===== config.mk =====
export PLATFORM = sky130hd
export DESIGN_NAME = decode_operand_stage_flat
export DESIGN_NICKNAME = d
export VERILOG_FILES = /design/src/rtl/decode_operand_stage_if.sv /design/src/rtl/decode_operand_stage.sv /design/src/flat_wrapper.sv
export SDC_FILE = /design/constraint.sdc
export NUM_CORES = 1
export LEC_CHECK = 0
export CORE_ASPECT_RATIO = 1.1
export CORE_UTILIZATION = 45
export DETAILED_ROUTE_END_ITERATION = 6
export PLACE_DENSITY = 0.7
export REMOVE_ABC_BUFFERS = 1
export SYNTH_ARGS = -nofsm -noshare
export SYNTH_HDL_FRONTEND = slang
export SYNTH_SLANG_ARGS = --single-unit

===== constraint.sdc =====
create_clock -name clk -period 4.65 [get_ports clk]
set_input_delay 1.395 -clock clk [delete_from_list [all_inputs] [get_ports clk]]
set_output_delay 1.395 -clock clk [all_outputs]
set_load 0.01 [all_outputs]

===== src/rtl/decode_operand_stage_if.sv =====
// Bus bundle for the decode/operand-fetch stage: instruction in,
// ALU operands out, and writeback from the consuming stage.
interface decode_operand_stage_if #(
    parameter int DATA_W = 8
);
    logic              in_valid;
    logic [15:0]       in_instr;
    logic              in_ready;
    logic              out_valid;
    logic              out_ready;
    logic [DATA_W-1:0] a;
    logic [DATA_W-1:0] b;
    logic [DATA_W-1:0] immv;
    logic [3:0]        alu_control;
    logic [2:0]        out_rd;
    logic              out_we;
    logic              out_mem_rd;
    logic              out_mem_wr;
    logic              wb_en;
    logic [2:0]        wb_addr;
    logic [DATA_W-1:0] wb_data;

    modport slave (
        input  in_valid, in_instr, out_ready,
        input  wb_en, wb_addr, wb_data,
        output in_ready, out_valid,
        output a, b, immv, alu_control,
        output out_rd, out_we, out_mem_rd, out_mem_wr
    );

    modport master (
        output in_valid, in_instr, out_ready,
        output wb_en, wb_addr, wb_data,
        input  in_ready, out_valid,
        input  a, b, immv, alu_control,
        input  out_rd, out_we, out_mem_rd, out_mem_wr
    );
endinterface


===== src/rtl/decode_operand_stage.sv =====
// Decode/operand-fetch stage in front of the 8-bit ALU: owns the register
// file, tracks in-flight destinations and stalls on RAW/WAW hazards.
module decode_operand_stage #(
    parameter int                DATA_W   = 8,
    parameter logic [DATA_W-1:0] REG_INIT = '0
) (
    input  logic                  clk,
    input  logic                  rst,
    decode_operand_stage_if.slave bus
);

    typedef struct packed {
        logic [DATA_W-1:0] a;
        logic [DATA_W-1:0] b;
        logic [DATA_W-1:0] immv;
        logic [3:0]        alu_control;
        logic [2:0]        rd;
        logic              we;
        logic              mem_rd;
        logic              mem_wr;
    } id_ex_t;

    logic [DATA_W-1:0] rf [8];
    logic [7:0]        pending;
    logic [7:0]        wb_hit;
    logic [7:0]        eff;
    logic [7:0]        set_mask;

    logic [3:0] op;
    logic [2:0] rd;
    logic [2:0] rs;

    logic is_reg;
    logic is_mr;
    logic is_imm;
    logic is_mi;
    logic is_ld;
    logic is_st;
    logic rd_use;
    logic rs_use;
    logic we;

    logic hazard;
    logic slot_free;
    logic accept;

    logic [DATA_W-1:0] rd_val;
    logic [DATA_W-1:0] rs_val;

    id_ex_t out_q;
    id_ex_t out_d;
    logic   out_valid_q;

    assign op = bus.in_instr[15:12];
    assign rd = bus.in_instr[11:9];
    assign rs = bus.in_instr[8:6];

    assign is_reg = (op == 4'b0100) || (op == 4'b0101) ||
                    (op == 4'b0111) || (op == 4'b0110) ||
                    (op == 4'b1000) || (op == 4'b1010);
    assign is_mr  = (op == 4'b0011);
    assign is_imm = (op == 4'b1100) || (op == 4'b1101) ||
                    (op == 4'b1111) || (op == 4'b1110) ||
                    (op == 4'b1001) || (op == 4'b1011);
    assign is_mi  = (op == 4'b0010);
    assign is_ld  = (op == 4'b0000);
    assign is_st  = (op == 4'b0001);

    always_comb begin
        rd_use = 1'b0;
        rs_use = 1'b0;
        unique case (1'b1)
            is_reg: begin
                rd_use = 1'b1;
                rs_use = 1'b1;
            end
            is_mr:  rs_use = 1'b1;
            is_imm: rd_use = 1'b1;
            is_st:  rd_use = 1'b1;
            is_mi:  ;
            is_ld:  ;
            default: ;
        endcase
    end

    assign we = !is_st;

    // A writeback landing this cycle both releases the hazard and bypasses
    // its data, so the consumer is accepted in the same cycle.
    always_comb begin
        wb_hit = '0;
        if (bus.wb_en) wb_hit[bus.wb_addr] = 1'b1;
    end

    assign eff = pending & ~wb_hit;

    assign hazard = bus.in_valid &&
                    ((rd_use && eff[rd]) ||
                     (rs_use && eff[rs]) ||
                     (we && eff[rd]));

    assign slot_free    = !out_valid_q || bus.out_ready;
    assign bus.in_ready = slot_free && !hazard;
    assign accept       = bus.in_valid && bus.in_ready;

    assign rd_val = wb_hit[rd] ? bus.wb_data : rf[rd];
    assign rs_val = wb_hit[rs] ? bus.wb_data : rf[rs];

    always_comb begin
        out_d             = '0;
        out_d.a           = rd_val;
        out_d.b           = rs_val;
        out_d.immv        = bus.in_instr[DATA_W-1:0];
        out_d.alu_control = op;
        out_d.rd          = rd;
        out_d.we          = we;
        out_d.mem_rd      = is_ld;
        out_d.mem_wr      = is_st;
    end

    always_comb begin
        set_mask = '0;
        if (accept && we) set_mask[rd] = 1'b1;
    end

    // Set is ORed after the clear so a same-cycle set on a register wins.
    always_ff @(posedge clk) begin
        if (rst) begin
            for (int i = 0; i < 8; i++) rf[i] <= REG_INIT;
            pending     <= '0;
            out_q       <= '0;
            out_valid_q <= 1'b0;
        end else begin
            if (bus.wb_en) rf[bus.wb_addr] <= bus.wb_data;
            pending <= (pending & ~wb_hit) | set_mask;
            if (accept) begin
                out_q       <= out_d;
                out_valid_q <= 1'b1;
            end else if (bus.out_ready) begin
                out_valid_q <= 1'b0;
            end
        end
    end

    assign bus.out_valid   = out_valid_q;
    assign bus.a           = out_q.a;
    assign bus.b           = out_q.b;
    assign bus.immv        = out_q.immv;
    assign bus.alu_control = out_q.alu_control;
    assign bus.out_rd      = out_q.rd;
    assign bus.out_we      = out_q.we;
    assign bus.out_mem_rd  = out_q.mem_rd;
    assign bus.out_mem_wr  = out_q.mem_wr;

endmodule


===== src/flat_wrapper.sv =====
// flat-port wrapper written by rule: the top's interface ports become plain ports
module decode_operand_stage_flat 
#(
    parameter int                DATA_W   = 8,
    parameter logic [DATA_W-1:0] REG_INIT = '0
)
  (clk, rst, bus_in_valid, bus_in_instr, bus_out_ready, bus_wb_en, bus_wb_addr, bus_wb_data, bus_in_ready, bus_out_valid, bus_a, bus_b, bus_immv, bus_alu_control, bus_out_rd, bus_out_we, bus_out_mem_rd, bus_out_mem_wr);
  decode_operand_stage_if #(.DATA_W(DATA_W)) bus_i ();
  input  logic clk;
  input  logic rst;
  input wire logic [$bits(bus_i.in_valid)-1:0] bus_in_valid;
  input wire logic [$bits(bus_i.in_instr)-1:0] bus_in_instr;
  input wire logic [$bits(bus_i.out_ready)-1:0] bus_out_ready;
  input wire logic [$bits(bus_i.wb_en)-1:0] bus_wb_en;
  input wire logic [$bits(bus_i.wb_addr)-1:0] bus_wb_addr;
  input wire logic [$bits(bus_i.wb_data)-1:0] bus_wb_data;
  output wire logic [$bits(bus_i.in_ready)-1:0] bus_in_ready;
  output wire logic [$bits(bus_i.out_valid)-1:0] bus_out_valid;
  output wire logic [$bits(bus_i.a)-1:0] bus_a;
  output wire logic [$bits(bus_i.b)-1:0] bus_b;
  output wire logic [$bits(bus_i.immv)-1:0] bus_immv;
  output wire logic [$bits(bus_i.alu_control)-1:0] bus_alu_control;
  output wire logic [$bits(bus_i.out_rd)-1:0] bus_out_rd;
  output wire logic [$bits(bus_i.out_we)-1:0] bus_out_we;
  output wire logic [$bits(bus_i.out_mem_rd)-1:0] bus_out_mem_rd;
  output wire logic [$bits(bus_i.out_mem_wr)-1:0] bus_out_mem_wr;
  assign bus_i.in_valid = bus_in_valid;
  assign bus_i.in_instr = bus_in_instr;
  assign bus_i.out_ready = bus_out_ready;
  assign bus_i.wb_en = bus_wb_en;
  assign bus_i.wb_addr = bus_wb_addr;
  assign bus_i.wb_data = bus_wb_data;
  assign bus_in_ready = bus_i.in_ready;
  assign bus_out_valid = bus_i.out_valid;
  assign bus_a = bus_i.a;
  assign bus_b = bus_i.b;
  assign bus_immv = bus_i.immv;
  assign bus_alu_control = bus_i.alu_control;
  assign bus_out_rd = bus_i.out_rd;
  assign bus_out_we = bus_i.out_we;
  assign bus_out_mem_rd = bus_i.out_mem_rd;
  assign bus_out_mem_wr = bus_i.out_mem_wr;
  decode_operand_stage #(.DATA_W(DATA_W), .REG_INIT(REG_INIT)) u_core (.clk(clk), .rst(rst), .bus(bus_i));
endmodule

==> impl_metrics.tcl <==
set metrics [dict create \
    comb_power_share_pct 16.9 \
    cts_hold_buf 0 \
    std_cell_rows 42 \
    floorplan.io_pins 68 \
    p_total_mw 2.37 \
    first_iter_violations 306 \
    worst_hold_startpoint "u_core.bus.out_mem_rd$_SDFFE_PP0P_" \
    drv_slew 0 \
    dp.final_hpwl_um 11100 \
    final_core_util_pct 58.3 \
    status "finished clean" \
    grt_start_max_net_pins 58 \
    ctsLongestPathBuffers 2 \
    element_type_at_the_critical_path_start "input port" \
    fin_hold_ws_ns 0.477 \
    insertion_delay_ns 0.35 \
    dominantRegCellSynth "sky130_fd_sc_hd__edfxtp_1" \
    p_int_mw 1.74 \
    crit_family "simple AND/OR/NAND/NOR gates" \
    setup_viol 0 \
    p_leak_nw 2.55 \
    final.period_utilization_pct 97.5 \
    finClkSkew_ns 0.00815 \
    endpoint_kind "output port" \
    grtUsageMet3_pct 4.74 \
    crit_path_top_delay_cell "sky130_fd_sc_hd__or4b_4" \
    max-cap-violations 0 \
    regToRegEndpoint "u_core.bus.a[3]$_SDFFE_PP0P_" \
    post_cts.repair.setup_buffers 0 \
    flow.area_growth_from_synthesis_pct 24.5 \
    worst_max_slew_margin_expressed_relative_to_the_limit_pct 44.9 \
    finalSetupTns_ns 0 \
    regToRegSetupSlack_ns 2.49 \
    grt_pass1_vias 4610 \
    worst-endpoint-arrival_ns 3.14 \
    tightest_slew_ns 0.824 \
    pwr-share-seq_pct 46.6 \
    share_clk_of_total_power_pct 36.6 \
    crit_chain "clkdlybuf4s50_1 -> or4b_4 -> nand3_1 -> o2111ai_1 -> nand4_1 -> nand2_1 -> a21boi_0 -> buf_2" \
    timing.rr.start "u_core.pending[2]$_SDFF_PP0_" \
    floorplan.die_area_um2 13200 \
    final_nets 653 \
    filler_cells 1030 \
    cts.root.buffer_cell "sky130_fd_sc_hd__clkbuf_16" \
    rsz0062_at_grt "no" \
    pwr_density_cell_nw_per_um2 332 \
    die_ht_um 120 \
    crit_path_max_fanout 3 \
    detail-route-antenna-nets 0 \
    number_of_buffers_inserted_during_clock_tree_synthesis 9 \
    whs_path_depth 2 \
    vias 4784 \
    routabilityCongestion 0.899 \
    path_class "in -> out" \
    tritoncts "built" \
    holdCritPathClass "reg -> reg" \
    cts.sinks 107 \
    synth_cells 533 \
    number_of_synthesized_flops_with_an_enable_pin 64 \
    seq_area_frac_synth_pct 48.5 \
    overflow 0 \
    critical_path.max_stage_delay_ns 0.56 \
    first_pass_grt_wire_length_um 25100 \
    antenna_found_initial 0 \
    cp.buffers_inverters 2 \
    placeableCoreArea_um2 12200 \
    synth.cell_area_um2 5730 \
    switching_power_uw 625 \
    synthArstFlopShare_pct 0 \
    chipWidth_um 110 \
    drc 0 \
    antenna_cell_count 0 \
    initial_core_utilization_pct 46.8 \
    htree_levels 3 \
    most_crowded_layer_gr "met2" \
    grt_util_all_layers_pct 25.8 \
    maximum_operating_frequency_mhz 221 \
    firstDrtPassIters 7 \
    global_route.usage.met2_pct 41.7 \
    power.switching_fraction_pct 26.4 \
    worst-endpoint-required_ns 3.25 \
    average_cell_area_after_synthesis_um2 10.8 \
    detail_route.wirelength_um 16300 \
    post_drt_via_cell_ratio 6.13 \
    r2r_cells 7 \
    synth.ff_latch_count 107 \
    clkSlewWorstSetupHoldPaths_ns 0.07 \
    io_buffer_count 67 \
    timing.final.crit_period_ns 4.54 \
    min_delay_worst_endpoint "u_core.bus.out_mem_rd$_SDFFE_PP0P_" \
    final_layout_size_suffix_gt1_share_pct 16.3 \
    drt-wirelength-per-cell_um 20.9 \
    largest_vdd_supply_drop_mv 0.212 \
    synthesis.yosys.warnings 0 \
    hold_viol_final 0 \
    netlist-cell-type-count 54 \
    grt_util_met1_pct 34.2 \
]
==> how the worst max path moves through the flow <==
stage | from | slack [ns] | endpoint | cells after the start
after global routing | bus_wb_addr[0] | 0.03 | bus_in_ready | 8
after global placement | bus_wb_addr[2] | -0.35 | bus_in_ready | 9
after detailed placement | bus_wb_addr[2] | -0.45 | bus_in_ready | 9
after floorplan | bus_wb_addr[0] | 0.14 | bus_in_ready | 6
after CTS | bus_wb_addr[0] | 0.0007 | bus_in_ready | 8
final | bus_wb_addr[0] | 0.11 | bus_in_ready | 8
==> cells by family after synthesis <==
logic type	synth area share, %
AO/OA/AOI/OAI	13.0
XOR/XNOR	0.917
buffers and inverters	3.91
flip-flops	48.5
multiplexers	12.5
AND/OR/NAND/NOR	21.1
==> synthesized netlist by cell type (all sizes together), types with 3 or more instances <==
cell / number / share of area, %
a211oi: 3 / 0.39
a21oi: 23 / 2.0
a311oi: 4 / 0.61
and2: 66 / 7.2
buf: 19 / 2.1
clkbuf: 19 / 1.2
dfxtp: 43 / 15
edfxtp: 64 / 34
inv: 8 / 0.52
mux2i: 20 / 3.5
mux4: 23 / 9.0
nand2: 27 / 1.9
nand2b: 19 / 2.1
nand3: 42 / 3.7
nand3b: 4 / 0.52
nand4: 5 / 0.55
nand4b: 4 / 0.61
nor2: 19 / 1.2
nor2b: 12 / 1.3
nor3: 3 / 0.26
o2111ai: 3 / 0.46
o211ai: 5 / 0.65
o21ai: 49 / 4.3
o22ai: 8 / 0.87
o31ai: 8 / 1.0
xnor2: 6 / 0.92
==> area by class of cell <==
| cell class | count | area [um2] | share of cell area [%] |
|---|---|---|---|
| Clock buffer | 9 | 225 | 3.16 |
| Sequential cell | 107 | 2780 | 39.0 |
| Clock inverter | 7 | 115 | 1.61 |
| Timing Repair Buffer | 115 | 1020 | 14.3 |
| Tap cell | 154 | 193 | 2.70 |
| Inverter | 8 | 30.0 | 0.421 |
| Multi-Input combinational cell | 380 | 2770 | 38.9 |
==> power by group through the flow <==
stage	registers, mW	clock network (mW)	logic [mW]
global route	1.11	0.911	0.431
CTS	1.10	0.873	0.398
finish	1.10	0.867	0.400
detailed placement	1.12	0	0.396
floorplan	1.12	0	0.177
global placement	1.12	0	0.390
==> routing by layer <==
| layer | wire length [um] | part of all wire (%) |
|---|---|---|
| met5 | 0 | 0 |
| met4 | 506 | 3.1 |
| met3 | 1190 | 7.3 |
| met2 | 7840 | 48 |
| met1 | 6770 | 42 |
==> worst reg2reg max path, delay by kind of cell, from the launching register on <==
family          cells  cell delay (ns)
simple gates        2             0.78
compound gates      4             0.76
buf+inv             1             0.17
flops               1             0.33
==> metrics by stage <==
| step | cell area [um2] | setup slack, ns | std cells |
|---|---|---|---|
| 6_report | 7140 | 0.115 | 780 |
| 4_1_cts | 7130 | 0.000675 | 780 |
| 3_3_place_gp | 6760 | -0.352 | 764 |
| 2_1_floorplan | 5540 | 0.140 | 495 |
| 3_5_place_dp | 6760 | -0.449 | 764 |
| 5_1_grt | 7140 | 0.0349 | 780 |
==> cell usage in the layout, fill, tap and decap left out, types with 9 or more instances in the layout <==
master                            synthesis  routed
sky130_fd_sc_hd__mux2i_1                 20      20
sky130_fd_sc_hd__nand2_1                 26      26
sky130_fd_sc_hd__a21oi_1                 23      23
sky130_fd_sc_hd__buf_4                    4      48
sky130_fd_sc_hd__and2_1                  66      66
sky130_fd_sc_hd__mux4_2                  23      23
sky130_fd_sc_hd__o21ai_0                 48      48
sky130_fd_sc_hd__clkbuf_16                0       9
sky130_fd_sc_hd__edfxtp_1                64      64
sky130_fd_sc_hd__dfxtp_1                 43      43
sky130_fd_sc_hd__nor2b_1                 12      12
sky130_fd_sc_hd__nor2_1                  19      19
sky130_fd_sc_hd__nand2b_1                19      18
sky130_fd_sc_hd__nand3_1                 42      42
sky130_fd_sc_hd__clkdlybuf4s50_1          0      62
==> state kept, by name (all words and copies together), names as in the netlist <==
signal and flops:
u_core.bus.a 8, u_core.bus.alu_control 4, u_core.bus.immv 8, u_core.bus.out_we 1, u_core.bus.out_mem_wr 1, u_core.bus.out_rd 3
u_core.pending 8, u_core.bus.out_mem_rd 1, u_core.bus.out_valid 1, u_core.rf 64, u_core.bus.b 8
==> repair_timing <==
action	in CTS	in global routing
endpoints found under the setup margin	1	1
resized for setup	10	2
pin swaps	0	1
Note: power is estimated with default switching activity, not from simulation.
